### src/rtl/rst_ctrl_pkg.sv
// Shared types for the reset release controller: FSM state encoding and
// the sizing helper for the HOLD edge counter.
package rst_ctrl_pkg;

  typedef enum logic [1:0] {
    HOLD  = 2'd0,
    RUN   = 2'd1,
    DRAIN = 2'd2
  } rst_state_e;

  // Counter must be able to hold the value MAX_DLY itself.
  function automatic int cnt_width(input int max_dly);
    return (max_dly < 1) ? 1 : $clog2(max_dly + 1);
  endfunction

endpackage

### src/rtl/sync_ff.sv
// Multi-stage flop synchronizer with asynchronous active-low clear; used
// both for reset-release sequencing and for the asynchronous lock input.
module sync_ff #(
  parameter int STAGES = 2
) (
  input  logic i_clk,
  input  logic i_rst_n,
  input  logic i_d,
  output logic o_q
);

  logic [STAGES-1:0] r_sync;

  always_ff @(posedge i_clk or negedge i_rst_n) begin
    if (!i_rst_n) begin
      r_sync <= '0;
    end else begin
      r_sync <= {r_sync[STAGES-2:0], i_d};
    end
  end

  assign o_q = r_sync[STAGES-1];

endmodule

### src/rtl/rst_release_ctrl.sv
// Reset release controller: holds rst for MIN_DLY..MAX_DLY edges after the
// reset source clears, gated by clock lock, with watchdog and software re-entry.
module rst_release_ctrl
  import rst_ctrl_pkg::*;
#(
  parameter int MIN_DLY     = 2,
  parameter int MAX_DLY     = 20,
  parameter int SYNC_STAGES = 2
) (
  input  logic       clk,
  input  logic       rst_n,
  input  logic       lock_i,
  input  logic       sw_rst_req_i,
  output logic       rst,
  output logic       ce,
  output logic       timeout_o,
  output logic [1:0] state_o
);

  localparam int CW = cnt_width(MAX_DLY);
  localparam int KW = CW + 1;
  localparam logic [KW-1:0] MIN_K = KW'(MIN_DLY);
  localparam logic [KW-1:0] MAX_K = KW'(MAX_DLY);

  if (MIN_DLY < 1) begin : g_chk_min
    $error("rst_release_ctrl: MIN_DLY must be >= 1");
  end
  if (MAX_DLY < MIN_DLY) begin : g_chk_max
    $error("rst_release_ctrl: MAX_DLY must be >= MIN_DLY");
  end
  if (SYNC_STAGES < 2) begin : g_chk_sync
    $error("rst_release_ctrl: SYNC_STAGES must be >= 2");
  end

  logic          w_rst_sync_n;
  logic          w_lock_s;
  rst_state_e    r_state;
  rst_state_e    w_state_next;
  logic [CW-1:0] r_cnt;
  logic [CW-1:0] w_cnt_next;
  logic [KW-1:0] w_k;
  logic          r_rst;
  logic          w_rst_next;
  logic          r_ce;
  logic          w_ce_next;
  logic          r_timeout;
  logic          w_timeout_next;

  sync_ff #(
    .STAGES(SYNC_STAGES)
  ) u_rst_sync (
    .i_clk  (clk),
    .i_rst_n(rst_n),
    .i_d    (1'b1),
    .o_q    (w_rst_sync_n)
  );

  sync_ff #(
    .STAGES(SYNC_STAGES)
  ) u_lock_sync (
    .i_clk  (clk),
    .i_rst_n(rst_n),
    .i_d    (lock_i),
    .o_q    (w_lock_s)
  );

  // r_cnt holds the number of HOLD edges already taken, so w_k is the
  // number of the edge currently being evaluated.
  always_comb begin
    w_state_next   = r_state;
    w_cnt_next     = r_cnt;
    w_timeout_next = r_timeout;
    w_k            = {1'b0, r_cnt} + KW'(1);

    case (r_state)
      HOLD: begin
        if (w_rst_sync_n) begin
          if ((w_lock_s && (w_k >= MIN_K)) || (w_k >= MAX_K)) begin
            w_state_next   = RUN;
            w_cnt_next     = '0;
            w_timeout_next = !w_lock_s;
          end else if (w_k >= MAX_K) begin
            w_cnt_next = CW'(MAX_DLY);
          end else begin
            w_cnt_next = w_k[CW-1:0];
          end
        end
      end
      RUN: begin
        w_cnt_next = '0;
        if (sw_rst_req_i || !w_lock_s) begin
          w_state_next = DRAIN;
        end
      end
      DRAIN: begin
        w_cnt_next   = '0;
        w_state_next = HOLD;
      end
      default: begin
        w_cnt_next   = '0;
        w_state_next = HOLD;
      end
    endcase

    // ce only after a full cycle in RUN, so it trails rst fall and leads rst rise.
    w_rst_next = (w_state_next == HOLD);
    w_ce_next  = (r_state == RUN) && (w_state_next == RUN);
  end

  always_ff @(posedge clk or negedge rst_n) begin
    if (!rst_n) begin
      r_state   <= HOLD;
      r_cnt     <= '0;
      r_rst     <= 1'b1;
      r_ce      <= 1'b0;
      r_timeout <= 1'b0;
    end else begin
      r_state   <= w_state_next;
      r_cnt     <= w_cnt_next;
      r_rst     <= w_rst_next;
      r_ce      <= w_ce_next;
      r_timeout <= w_timeout_next;
    end
  end

  assign rst       = r_rst;
  assign ce        = r_ce;
  assign timeout_o = r_timeout;
  assign state_o   = r_state;

endmodule

### config.mk
export PLATFORM = sky130hd
export DESIGN_NAME = rst_release_ctrl
export DESIGN_NICKNAME = d
export VERILOG_FILES = /design/src/rtl/rst_ctrl_pkg.sv /design/src/rtl/sync_ff.sv /design/src/rtl/rst_release_ctrl.sv
export SDC_FILE = /design/constraint.sdc
export NUM_CORES = 1
export LEC_CHECK = 0
export ABC_AREA = 1
export CAP_MARGIN = 20
export CORE_UTILIZATION = 50
export DETAILED_ROUTE_END_ITERATION = 8
export PLACE_DENSITY = 0.73
export SYNTH_ARGS = -nofsm -noshare
export SYNTH_HDL_FRONTEND = slang
export SYNTH_SLANG_ARGS = --single-unit
### constraint.sdc
create_clock -name clk -period 1.5 [get_ports clk]
set_clock_uncertainty 0.05 [all_clocks]
set_input_delay 0.3 -clock clk [delete_from_list [all_inputs] [get_ports clk]]
set_output_delay 0.3 -clock clk [all_outputs]
set_load 0.01 [all_outputs]
## Word level (Yosys, flattened, before mapping)

Index checks and enable logic that the tools add are counted.

| word-level totals | value |
|---|---|
| memories | 0 |
| RAM bits | 0 |
| bits of input ports | 4 |
| register bits | 14 |
| logic and storage cells | 29 |
| output and inout bits | 5 |
| latch bits | 0 |
| ROM bits | 0 |

| cells by class | value |
|---|---|
| bitwise gates (word level) | 0 |
| multiply operators | 0 |
| shifts and indexed selects | 0 |
| multiplexer cells | 8 |
| divide/modulo/power cells | 0 |
| reduce and logical (&&, ||, !) cells | 8 |
| add/sub/neg operators | 1 |
| equality and inequality tests | 3 |
| $lt $le $gt $ge | 2 |

Operators by type and width:

| kind | count |
|---|---|
| $mux 5 | 4 |
| $add 5x1->6 const B | 1 |
| $ge 6x2->1 const B | 1 |
| $ge 6x5->1 const B | 1 |
| $mux 2 | 3 |
| $eq 2x1->1 const B | 2 |
| $logic_not 2->1 | 2 |
| $pmux 2 s2 | 1 |
| $reduce_and 3->1 | 1 |
| $logic_and 1x1->1 | 2 |
| $logic_or 1x1->1 | 2 |
| $ne 2x1->1 const B | 1 |
| $logic_not 1->1 | 1 |

## Logic depth before layout (Yosys ltp)

| depth | value |
|---|---|
| word-level depth | 9 |
| depth in mapped cells | 10 |
| mapped depth without buffers | 10 |

## Hierarchy

From an unflattened synthesis, not the netlist that was laid out.

| second synthesis, totals | value |
|---|---|
| cell total of the unflattened synthesis | 72 |
| area, all modules | 645.6 um^2 |

By module, submodules not included:

| module | times used | sequential area each (um^2) | cells an instance | area each (um^2) |
|---|---|---|---|---|
| rst_release_ctrl | 1 | 251.5 | 68 | 545.5 |
| sync_ff | 2 | 50.0 | 2 | 50.0 |

## Least setup slack after synthesis

No wires, ideal clock.

| path | value |
|---|---|
| path type | reg-to-reg |
| from | reg r_cnt[0] |
| to | reg r_state[0], in the netlist state_o[0] |
| setup time | 0.126 ns |
| path buffers | 0 |
| data required time | 1.324 ns |
| clock period less this slack | 1.365 ns |
| path slack | 0.135 ns |
| arrival time | 1.189 ns |
| stages on the path, launching flop included | 9 |
| cells stage by stage | dfrtp_1 -> ha_1 -> inv_1 -> nor2_1 -> nand3_1 -> nand2_2 -> nand3_4 -> nand2_2 -> o21ai_0 |

| between the ends | value |
|---|---|
| cells in the longest elaborated chain, start to end | 7 |
| elaborated cells on any way between the ends | 8 |
| classes of those cells | add/sub: 1; order compare: 2; mux: 3; reduce/logical: 2 |

RTL lines:

| what | RTL line | text |
|---|---|---|
| from (decl) | rst_release_ctrl.sv:39 | `logic [CW-1:0] r_cnt;` |
| from (signal assigned) | rst_release_ctrl.sv:119 | `r_cnt <= w_cnt_next;` |
| $add 5x1->6 (*) | rst_release_ctrl.sv:73 | `w_k = {1'b0, r_cnt} + KW'(1);` |
| $ge 6x2->1 | rst_release_ctrl.sv:78 | `if ((w_lock_s && (w_k >= MIN_K)) \|\| (w_k >= MAX_K)) begin` |
| $logic_and 1x1->1 | rst_release_ctrl.sv:78 |  |
| $logic_or 1x1->1 (*) | rst_release_ctrl.sv:78 |  |
| $mux 2 (*) | rst_release_ctrl.sv:78 |  |
| $mux 2 (*) | rst_release_ctrl.sv:77 | `if (w_rst_sync_n) begin` |
| $pmux 2 s2 (*) | rst_release_ctrl.sv:75 | `case (r_state)` |
| via w_state_next[0] | rst_release_ctrl.sv:38 | `rst_state_e w_state_next;` |
| to (signal assigned) | rst_release_ctrl.sv:118 | `r_state <= w_state_next;` |
| to (decl) | rst_release_ctrl.sv:37 | `rst_state_e r_state;` |

Mark *: on every way through the listed nets, which the timed path passes. The rest lies on a longest branch.
A chain may end at the register's enable or synchronous reset.

## Final worst setup path

Ends and elaborated chain as after synthesis.

==> metrics <==
status=finished, violations left; failing checks=setup timing; area leader, netlist=dfrtp_1; Mapped Avg Cell Area=8.79 sq um; port bufs=8; Core ar.=1160 sq um; most common cell after layout, fill and taps aside=nand2_1; TNS Setup=-0.0381 ns; Post-DP Area=~760 sq um; number of fill cells=96; Setup violations, final=2; Die Ht=38.1 um; top cells by area, synth=dfrtp_1 (50%), inv_1 (8.1%), nand2_1 (8.1%); synth unique cells=15; Worst-path clk slew=around 0.090 ns; diodes inserted=0; clock tree buffer depth=2; fin crit share=102%; Synth Instances=between 70 and 80; Via-to-Cell Ratio=just under 5; synthesized area=about 650 sq um; placed cells=97; Root Buffer=clkbuf_4; number of cell rows=12; worst setup margin=-0.0271 ns; Die ar.=approximately 1400 sq um; WHS=between 0.15 and 0.2 ns; power per cell area=between 1500 and 2000 nW/um^2; startpoint types=register; Pre-antenna DRT Iters=4; Hold Crit Class=input pin to asynchronous set/reset pin; CTS Hold Bufs=0; routed len/inst=11.9 um; Fin. Hold Viols=0; CP Max Fanout=8; drt total wl=1250 um; layout cells sized above 1=19.8%; max-cap viol count=0; CP max-delay cell=dfrtp_1; routability cong.=approximately 0.87; clk sinks=14; global route overflow=0; YS warnings=0; Final Non-Filler Cells=about 110; Crit path required time=between 1.5 and 2 ns; H-Tree Level Count=1; Antenna Nets Post-Route=0; Initial DRC Count=5; post-detail-place hpwl=roughly 830 um; CTS tree=built; top cell type's share of synthesized area=50.0%; max-slew violation count=0; DRC=0; overall power=1440 uW; cts bufs inserted=3; fin crit period=1.53 ns; commonest non-fill, non-tap cells in the layout=nand2_1 (14), inv_1 (13), dfrtp_1 (13); Layout Area Growth over Synthesis=26.3%; GRT Total Usage=around 20%; RSZ-0062 raised after global routing=yes; Leakage=around 0.00044 uW; critical path's largest stage delay=between 0.4 and 0.5 ns; Die X=38.1 um; global-route wire length before repair=about 1900 um; post-synthesis sequential area ratio=54.0%; initial antenna violation count=0; Syn Nets=80; CP cell instances=ha_2, nand3_1, nand2_1, nand3_1, nand2_2, nand3_4, nand2_2, o21ai_0; vias in the first global route=approximately 460; FMAX=0.655 GHz; number of synthesized register bits=14; Starting Density=about 56%; Worst-Skew Late Latency=0.28 ns; detailed-route via count=519; VDD IR max=929 uV; Top Ports=9; WP buf/inv=0; largest delay contributor family on the critical path=simple AND/OR/NAND/NOR gates; largest net degree at the start of global routing=10; WP data arrival=1.64 ns; NumNets Final=98; Worst Setup End Kind=register; Setup CP Type=register to register; Finished Cell Area=822 sq um
-- flip-flops by register name, indices dropped and copies added, names as in the netlist --
name and count:
ce 1, r_cnt 5, rst 1, state_o 2, timeout_o 1, u_lock_sync.r_sync 2, u_rst_sync.r_sync 2
-- synthesized netlist by cell type, drive strengths merged --
cell / number
conb: 1
dfstp: 1
o22ai: 5
dfrtp: 13
o21ai: 1
nand4: 2
ha: 2
a21oi: 1
nand2: 17
nand3: 8
nor2: 9
inv: 14
-- per-layer routing --
| layer | vias up | part of all wire [%] | global-route usage (%) |
|---|---|---|---|
| met1 | 230 | 46 | 24.0 |
| met4 | 0 | 1.9 | 8.04 |
| met2 | 14 | 48 | 33.5 |
| met5 | - | 0 | 0 |
| met3 | 4 | 3.8 | 5.23 |
| li1 | 271 | - | - |
-- worst register-to-register path: stages, from the launching register on --
cell	delay, ns
dfrtp_1	0.43
ha_2	0.24
nand3_1	0.10
nand2_1	0.11
nand3_1	0.10
nand2_2	0.10
nand3_4	0.13
nand2_2	0.09
o21ai_0	0.07
-- worst paths after layout --
| kind | startpoint | end | slack, ns | cells after the start |
|---|---|---|---|---|
| max in group asynchronous | rst_n | u_rst_sync.r_sync[1]$_DFF_PN0_ | 0.78 | 2 |
| setup reg to reg | r_cnt[0]$_DFFE_PN0P_ | state_o[0]$_DFF_PN0_ | -0.03 | 8 |
| hold reg to reg | u_rst_sync.r_sync[0]$_DFF_PN0_ | u_rst_sync.r_sync[1]$_DFF_PN0_ | 0.31 | 0 |
| hold / removal | rst_n | state_o[1]$_DFF_PN0_ | 0.20 | 1 |
| min in group clk | u_rst_sync.r_sync[0]$_DFF_PN0_ | u_rst_sync.r_sync[1]$_DFF_PN0_ | 0.31 | 0 |
| setup / recovery | r_cnt[0]$_DFFE_PN0P_ | state_o[0]$_DFF_PN0_ | -0.03 | 8 |
-- where the power goes --
group | leakage [uW] | internal [uW] | switching [uW]
clock network | 0.0000210 | 148 | 123
registers | 0.000178 | 472 | 67.1
logic | 0.000240 | 267 | 364
-- final cells by class --
type,instances,area (sq um),area share (%)
clock buffer,4,36.3,4.41
inverter,14,52.6,6.39
timing repair buffer,13,115,14.0
multi-input combinational,46,249,30.3
sequential,14,352,42.8
tap,14,17.5,2.13
-- stage by stage --
step           worst slack [ns]  utilization (%)
6_report                -0.0271             71.1
5_1_grt                  -0.145             71.1
4_1_cts                 0.00723             69.4
3_5_place_dp           0.000505             65.4
3_3_place_gp             0.0280             65.4
2_1_floorplan             0.135                -
-- logic make-up after synthesis --
kind of cell / share of synthesized area [%]
adder cells (fa/ha/maj): 3.85
other: 0.576
flip-flops: 54.0
AO/OA/AOI/OAI: 6.92
AND/OR/NAND/NOR: 26.5
buffers and inverters: 8.08
-- what timing repair did --
item / CTS / global route
buffers inserted: 2 / 2
pin swaps: 0 / 2
endpoints found under the setup margin: 6 / 9
resized for setup: 4 / 3
No activity file was read; power rests on OpenSTA's default activity.
